### config.mk
export PLATFORM = sky130hd
export DESIGN_NAME = wave_capture
export DESIGN_NICKNAME = d
export VERILOG_FILES = /design/src/rtl/wave_capture.sv
export SDC_FILE = /design/constraint.sdc
export NUM_CORES = 1
export LEC_CHECK = 0
export ABC_AREA = 1
export CAP_MARGIN = 20
export CORE_ASPECT_RATIO = 0.9
export CORE_MARGIN = 2
export CORE_UTILIZATION = 49
export CTS_CLUSTER_DIAMETER = 40
export CTS_CLUSTER_SIZE = 14
export DETAILED_ROUTE_END_ITERATION = 16
export GPL_ROUTABILITY_DRIVEN = 0
export GPL_TIMING_DRIVEN = 0
export PLACE_DENSITY = 0.84
export SETUP_SLACK_MARGIN = 0.4
export SYNTH_ARGS = -nofsm -noshare
export SYNTH_HDL_FRONTEND = slang
export SYNTH_SLANG_ARGS = --single-unit
export TNS_END_PERCENT = 20
### constraint.sdc
create_clock -name clk -period 1.9 [get_ports clk]
set_input_delay 0.285 -clock clk [delete_from_list [all_inputs] [get_ports clk]]
set_output_delay 0.285 -clock clk [all_outputs]
set_load 0.01 [all_outputs]
### src/rtl/wave_capture.sv
// wave_capture: arms on a positive zero crossing and writes 256 samples into the hidden RAM half, then flips read_index when the display is idle (in: clk, reset, new_sample_ready, new_sample_in, wave_display_idle; out: write_address, write_enable, write_sample, read_index)
module wave_capture #(
  parameter int SAMPLE_W = 16
) (
  input  logic                clk,
  input  logic                reset,
  input  logic                new_sample_ready,
  input  logic [SAMPLE_W-1:0] new_sample_in,
  input  logic                wave_display_idle,
  output logic [8:0]          write_address,
  output logic                write_enable,
  output logic [7:0]          write_sample,
  output logic                read_index
);
  typedef enum logic [1:0] {ARMED, ACTIVE, WAIT} state_t;
  state_t     r_state, w_next;
  logic       r_prev_neg;
  logic [7:0] r_count, w_count;
  logic       w_we, w_ri, w_trig, w_unused;
  logic [7:0] w_data;
  assign w_trig   = new_sample_ready & r_prev_neg & ~new_sample_in[SAMPLE_W-1];
  assign w_data   = {~new_sample_in[SAMPLE_W-1], new_sample_in[SAMPLE_W-2:SAMPLE_W-8]};
  assign w_unused = ^new_sample_in[SAMPLE_W-9:0];
  always_comb begin
    w_next  = r_state;
    w_count = r_count;
    w_we    = 1'b0;
    w_ri    = read_index;
    case (r_state)
      ARMED: if (w_trig) begin
        w_we    = 1'b1;
        w_count = r_count + 8'd1;
        w_next  = ACTIVE;
      end
      ACTIVE: if (new_sample_ready) begin
        w_we    = 1'b1;
        w_count = r_count + 8'd1;
        w_next  = (r_count == 8'hFF) ? WAIT : ACTIVE;
      end
      WAIT: if (wave_display_idle) begin
        w_ri    = ~read_index;
        w_count = 8'd0;
        w_next  = ARMED;
      end
      default: w_next = ARMED;
    endcase
  end
  always_ff @(posedge clk) begin
    if (reset) begin
      r_state       <= ARMED;
      r_count       <= 8'd0;
      r_prev_neg    <= 1'b0;
      read_index    <= 1'b0;
      write_enable  <= 1'b0;
      write_address <= 9'd0;
      write_sample  <= 8'd0;
    end else begin
      r_state      <= w_next;
      r_count      <= w_count;
      read_index   <= w_ri;
      write_enable <= w_we;
      if (new_sample_ready) r_prev_neg <= new_sample_in[SAMPLE_W-1];
      if (w_we) begin
        write_address <= {~read_index, r_count};
        write_sample  <= w_data;
      end
    end
  end
endmodule

==> results of run 1 <==
through the flow:
step | cell area [um2] | worst slack, ns
after CTS | 1690 | 0.386
after global placement | 1630 | 0.235
after global routing | 1690 | 0.328
after floorplan | 1290 | 0.776
after detailed placement | 1630 | 0.174
final | 1690 | 0.392
path summary, 6_finish.rpt:
check / end / slack [ns] / cells past startpoint
setup reg to reg: write_sample[0] / 0.58 / 7
setup / recovery: write_sample[6] / 0.39 / 1
hold reg to reg: write_sample[7] / 0.49 / 2
hold / removal: write_sample[7] / 0.49 / 2
worst min-delay path, cell delays in order, from the launching register on:
cell and delay [ns]:
dfxtp_1 0.35, o21bai_1 0.07, inv_1 0.05
cell usage in the layout, fill, tap and decap left out:
| master | netlist | routed |
|---|---|---|
| dlymetal6s2s_1 | 0 | 3 |
| clkbuf_4 | 0 | 5 |
| inv_2 | 1 | 1 |
| clkinv_2 | 0 | 1 |
| nand2_2 | 4 | 4 |
| o21ai_1 | 10 | 10 |
| ha_1 | 1 | 1 |
| clkdlybuf4s50_1 | 0 | 24 |
| buf_4 | 1 | 1 |
| inv_1 | 12 | 12 |
| xor2_1 | 1 | 1 |
| o21bai_1 | 1 | 1 |
| buf_6 | 2 | 2 |
| dfxtp_1 | 30 | 30 |
| nor2_2 | 1 | 1 |
| clkbuf_8 | 0 | 1 |
| a21oi_2 | 4 | 4 |
| o21ai_2 | 1 | 1 |
| clkbuf_1 | 3 | 4 |
| nor2_4 | 2 | 2 |
| nand2_1 | 29 | 29 |
| buf_8 | 1 | 1 |
| o21ai_0 | 13 | 13 |
| nor2_1 | 37 | 37 |
| dlygate4sd2_1 | 0 | 3 |
| nand3_1 | 8 | 8 |
| nor3_1 | 2 | 2 |
| a21oi_1 | 10 | 10 |
layer usage:
layer | global-route usage | vias to the layer above
li1 | - | 632
met1 | 0.250 | 577
met2 | 0.405 | 29
met3 | 0.0889 | 3
met4 | 0.0620 | 0
met5 | 0 | -
power by group through the flow:
stage               sequential (mW)  clock [mW]  combinational [mW]
floorplan                     0.690           0              0.0644
global placement              0.681           0               0.152
detailed placement            0.682           0               0.155
CTS                           0.668       0.409               0.155
global route                  0.671       0.453               0.166
finish                        0.668       0.405               0.153
cell usage after synthesis:
cell type,count
nand2_1,29
clkbuf_1,3
dfxtp_1,30
o21bai_1,1
nor2_2,1
xor2_1,1
nand3_1,8
o21ai_0,13
a21oi_1,10
o21ai_1,10
buf_6,2
ha_1,1
buf_4,1
nor3_1,2
nor2_1,37
nor2_4,2
nand2_2,4
inv_1,12
buf_8,1
inv_2,1
a21oi_2,4
o21ai_2,1
cell type report:
type | instances | area, um2 | share of cell area
plain buffers | 7 | 56.3 | 0.0332
clock buffers | 7 | 55.1 | 0.0325
clock inverters | 1 | 5.00 | 0.00295
inverters | 13 | 48.8 | 0.0288
multi-input cells | 124 | 589 | 0.348
flip-flops and latches | 30 | 601 | 0.355
well taps | 28 | 35.0 | 0.0207
repair buffers | 30 | 304 | 0.179
kinds of logic (layout without fill, tap and decap cells):
group | after synthesis | in the layout | share of synthesized area
compound gates | 39 | 39 | 0.167
fa+ha+maj | 1 | 1 | 0.00966
buf+inv | 20 | 58 | 0.0812
simple gates | 83 | 83 | 0.271
flops | 30 | 30 | 0.464
xor+xnor | 1 | 1 | 0.00676
flip-flops by register name (all words and copies together), names as in the netlist:
signal	count
write_sample	8
r_prev_neg	1
write_enable	1
r_count	8
write_address	9
r_state	2
read_index	1
==> run_results.csv, run 1 <==
group,metric,value,unit
die,pin_count,39,
logic_synthesis,synthTopCellsByArea,"dfxtp_1, nor2_1, nand2_1",
timing,final-setup-viol-count,0,
placed_design,dp_hpwl,2150,um
critical_path,cp_slowest_stage_delay,0.54,ns
global_routing,grt_pass1_wl,5120,um
clock_tree,clock_latency,0.33,ns
timing,setup_tns,0,ns
run,maxCapViolations,0,
timing,worstMarginPinSlew,0.610,ns
power,p_leak,0.788,nW
clock_tree,cts_resized,3,
critical_path,crit_family,"buffers and inverters",
routing,topRoutingLayerUsed,"met4",
critical_path,worstPathArrival,1.22,ns
routing,wl_met3,141,um
clock_tree,cts_max_level,2,
logic_synthesis,syn-instance-count,174,
logic_synthesis,netlist.area_leader.share,0.464,
finish,nets,232,
worst_hold_path,hold_start,"write_sample[7]",
power,internal_power,0.911,mW
routing,vias_per_cell,5.17,
routing,wl_per_cell,12.5,um
die,start_util,0.520,
timing,post-route-period-util,0.794,
clock_tree,postCtsSetupRepairBufs,0,
critical_path,required,1.62,ns
logic_synthesis,synth_area_per_cell,7.44,um2
timing,whs,0.490,ns
logic_synthesis,yosysTopAreaCell,"dfxtp_1",
power,vdd_drop_max,888,uV
timing,slew_headroom,0.593,
power,finalPower,1.23,mW
clock_tree,cts-buffers-inserted,5,
critical_path,crit_chain,"clkdlybuf4s50_1",
logic_synthesis,ys_ff_latch,30,
clock_tree,hold_buffers,0,
finish,final_cells,240,
critical_path,crit_path_start,"write_sample[6]",
timing,skew,0.00540,ns
worst_hold_path,hp-class,"reg -> reg",
routing,drtAntennaViolNets,0,
run_status,outcome,"finished clean",
logic_synthesis,syn_area,1290,um2
logic_synthesis,seq_area_frac_synth,0.464,
logic_synthesis,synth_cell_types,22,
finish,fin_util,0.681,
die,rows,17,
die,core-area,2490,um2
finish,num_antenna_cells,0,
global_routing,gr-total-overflow,0,
placed_design,dpl.cell_count,232,
global_routing,grt_pass1_vias,1240,
die,die_x,58.2,um
routing,routed_wl,2990,um
logic_synthesis,syn_nets,195,
power,pwr-share-clk,0.330,
routing,drt_pass1_iterations,4,
timing,rsz0062_at_grt,"true",
finish,final_layout_size_suffix_gt1_frac,0.113,
global_routing,antenna_found_initial,0,
finish,area_delta_synth_final,30.8,%
critical_path,worstPathMaxFanout,2,
power,pwr-share-seq,0.545,
critical_path,worstSetupPathType,"reg -> out",
timing,finalHoldViolCount,0,
clock_tree,clockBufferDepth,2,
power,p_switching,0.315,mW
power,swShare,0.257,
die,die_h,52.8,um
routing,drc,0,
power,powerDensity,724,nW/um2
timing,slew_violations,0,
die,die_area,3070,um2
timing,post-route-min-period,1.51,ns
routing,wl_met2,1460,um
timing,max_freq,0.663,GHz
critical_path,end_kind,"output port",
critical_path,worstSetupStartpointType,"flip-flop",
routing,num_vias,1241,
logic_synthesis,yosysWarnings,0,
critical_path,slowest_stage,"clkdlybuf4s50_1",
routing,wirelength_met1,1370,um
clock_tree,clk_pin_slew_worst_paths,0.09,ns
finish,fillerInstances,198,
routing,drtIter0Drc,28,
critical_path,crit_buf_inv,1,
clock_tree,cts.sinks,30,
clock_tree,tritoncts,"yes",
placed_design,io_buffers,30,
global_routing,track_usage,0.227,
critical_path,r2r_start,"r_state[0]",
global_routing,grt_max_degree,11,
power,comb_power_share,0.125,
clock_tree,clockRootBuffer,"clkbuf_4",
Note: power is estimated with default switching activity, not from simulation.
==> run 2: changes to the inputs <==
--- a/config.mk
+++ b/config.mk
@@ -9,13 +9,13 @@
 export CAP_MARGIN = 20
 export CORE_ASPECT_RATIO = 0.9
 export CORE_MARGIN = 2
-export CORE_UTILIZATION = 49
+export CORE_UTILIZATION = 46
 export CTS_CLUSTER_DIAMETER = 40
 export CTS_CLUSTER_SIZE = 14
 export DETAILED_ROUTE_END_ITERATION = 16
 export GPL_ROUTABILITY_DRIVEN = 0
 export GPL_TIMING_DRIVEN = 0
-export PLACE_DENSITY = 0.84
+export PLACE_DENSITY = 0.8
 export SETUP_SLACK_MARGIN = 0.4
 export SYNTH_ARGS = -nofsm -noshare
 export SYNTH_HDL_FRONTEND = slang
==> constraint.sdc (replaced) <==
create_clock -name clk -period 1.4 [get_ports clk]
set_input_delay 0.21 -clock clk [delete_from_list [all_inputs] [get_ports clk]]
set_output_delay 0.21 -clock clk [all_outputs]
set_load 0.01 [all_outputs]
==> run 2 against run 1 <==
Core utilization up 4.7 points. First-iteration DRC count up 110%. Die area increased by 6.0%. Worst setup slack worse by 0.22 ns. Register-to-register slack got worse by 0.41 ns. Combinational power increased by 66%. Routed wire length increased by 32%. Design area rose by 16%. Clock skew is 0.0020 ns higher. Hold slack worse by 0.054 ns. Count of clock-buffer cells in the layout is the same. Sequential share of layout area shrank 3.5 points. Largest power group unchanged. Highest routed layer unchanged.
==> run_results.csv, run 2 (synthesis results as in run 1) <==
group,metric,value,unit
critical_path,crit_chain,"inv_4 -> nand3_2 -> nand2_4 -> buf_8 -> buf_6 -> o21ai_1 -> nor2_1",
power,vdd_drop_max,659,uV
die,pin_count,39,
global_routing,track_usage,0.233,
critical_path,worstSetupStartpointType,"flip-flop",
timing,post-route-period-util,0.878,
clock_tree,tritoncts,"yes",
timing,slew_headroom,0.559,
finish,final_layout_size_suffix_gt1_frac,0.373,
critical_path,r2r_slack,0.17,ns
power,p_leak,0.936,nW
finish,final_cell_mix,"nor2_1, nand2_1, dfxtp_1, o21ai_1, dlygate4sd2_1",
timing,final-setup-viol-count,0,
finish,top_regs,"write_address x9, r_count x8, write_sample x8",
timing,finalWorstSetupSlack,0.171,ns
timing,finalHoldViolCount,0,
routing,drtIter0Drc,58,
critical_path,crit_end,"write_sample[0]",
die,core-area,2700,um2
critical_path,r2r_start,"r_state[1]",
timing,skew,0.00737,ns
finish,top_register,"write_address",
run,maxCapViolations,0,
routing,num_vias,1378,
global_routing,antenna_found_initial,0,
routing,drt_pass1_iterations,4,
finish,fillerInstances,192,
power,powerDensity,874,nW/um2
routing,topRoutingLayerUsed,"met4",
critical_path,reg2reg_to,"write_sample[0]",
routing,wl_met3,157,um
die,die_area,3260,um2
clock_tree,cts-buffers-inserted,5,
routing,wl_per_cell,15.8,um
timing,rsz0062_at_grt,"true",
placed_design,dpl.cell_count,234,
finish,nets,240,
clock_tree,cts_max_level,2,
critical_path,cp_slowest_stage_delay,0.38,ns
clock_tree,clockRootBuffer,"clkbuf_4",
routing,vias_per_cell,5.51,
timing,worstMarginPinSlew,0.662,ns
worst_hold_path,hp-class,"in -> reg",
routing,wl_met2,2050,um
clock_tree,clockBufferDepth,2,
critical_path,crit_path_start,"r_state[1]",
clock_tree,clock_latency,0.34,ns
routing,wirelength_met1,1670,um
global_routing,gr-total-overflow,0,
finish,final_common_cell,"nor2_1",
placed_design,io_buffers,30,
critical_path,worstPathArrival,1.50,ns
timing,slew_violations,0,
finish,multi_input_area,737,um2
die,start_util,0.479,
finish,num_antenna_cells,0,
timing,max_freq,0.813,GHz
global_routing,grt_pass1_wl,5580,um
critical_path,rr_worst_depth,7,
clock_tree,cts.sinks,30,
finish,final_cells,250,
critical_path,end_kind,"flip-flop",
clock_tree,hold_buffers,0,
critical_path,worstSetupPathType,"reg -> reg",
run_status,outcome,"finished clean",
timing,whs,0.436,ns
clock_tree,clk_pin_slew_worst_paths,0.10,ns
global_routing,grt_pass1_vias,1289,
die,die_h,54.3,um
timing,setup_tns,0,ns
finish,seq_area,629,um2
routing,drtAntennaViolNets,0,
routing,drc,0,
finish,largest_register_ffs,9,
global_routing,grt_max_degree,11,
die,rows,18,
placed_design,dp_hpwl,2260,um
finish,fin_util,0.728,
placed_design,dp_slack,-0.235,ns
critical_path,slowest_stage,"dfxtp_4",
critical_path,required,1.67,ns
die,die_x,59.9,um
timing,post-route-min-period,1.23,ns
routing,routed_wl,3960,um
finish,area_delta_synth_final,51.9,%
critical_path,worstPathMaxFanout,5,
==> run 2: cell types whose count changed in the layout (fill, tap and decap cells not counted), moves of 4 or more <==
cell and change:
dfxtp_1 -15, nand2_4 +8, buf_4 +4, o21ai_0 -4
nand3_2 +4, buf_6 +8, nor2_1 -7, dfxtp_4 +4
nand3_1 -4, clkdlybuf4s50_1 -14, nand2_1 -8, dlygate4sd2_1 +9
dfxtp_2 +11, nor2_2 +4
==> run 2: worst min-delay path by stage <==
stage	depth (start not counted)	slack, ns	start	endpoint
finish	4	0.44	new_sample_ready	r_state[0]
global placement	2	0.44	write_sample[7]	write_sample[7]
global route	3	0.45	new_sample_ready	r_prev_neg
detailed placement	1	0.47	read_index	write_address[8]
CTS	3	0.35	new_sample_ready	r_prev_neg
floorplan	2	0.34	new_sample_in[10]	write_sample[2]
==> run 2: what timing repair did <==
| action | in CTS | in global routing |
|---|---|---|
| cloned | 1 | 2 |
| buffers inserted | 4 | 1 |
| resized for setup | 70 | 38 |
| pin swaps | 5 | 15 |
| setup endpoints to repair | 49 | 49 |
==> run 2: final cells by class <==
cell class                 instances  share of cell area
multi-input combinational        124               0.375
sequential                        30               0.320
timing repair buffer              38               0.197
buffer                             7              0.0324
clock buffer                       7              0.0280
inverter                          13              0.0261
tap                               30              0.0191
clock inverter                     1             0.00254
==> run 2: metal layers <==
metal  track usage  vias to the layer above
li1              -                      650
met1         0.281                      671
met2         0.389                       43
met3        0.0591                       14
met4         0.115                        0
met5             0                        -
==> run 2: power breakdown <==
group / switching (mW) / internal [mW] / leakage [nW]
sequential: 0.0264 / 0.884 / 0.252
combinational: 0.124 / 0.130 / 0.649
clock: 0.313 / 0.243 / 0.0353
total: 0.463 / 1.26 / 0.936
==> run 2: through the flow <==
stage                     power (mW)  cell area, um2
after floorplan                 1.03            1320
after global placement          1.13            1660
after detailed placement        1.14            1660
after CTS                       1.67            1790
after global routing            1.79            1970
final                           1.72            1970
==> run 2: worst max-delay path, delay by kind of cell (launching register included) <==
family / cells / cell delay (ns)
flops: 1 / 0.38
simple gates: 3 / 0.37
buf+inv: 3 / 0.36
compound gates: 1 / 0.06
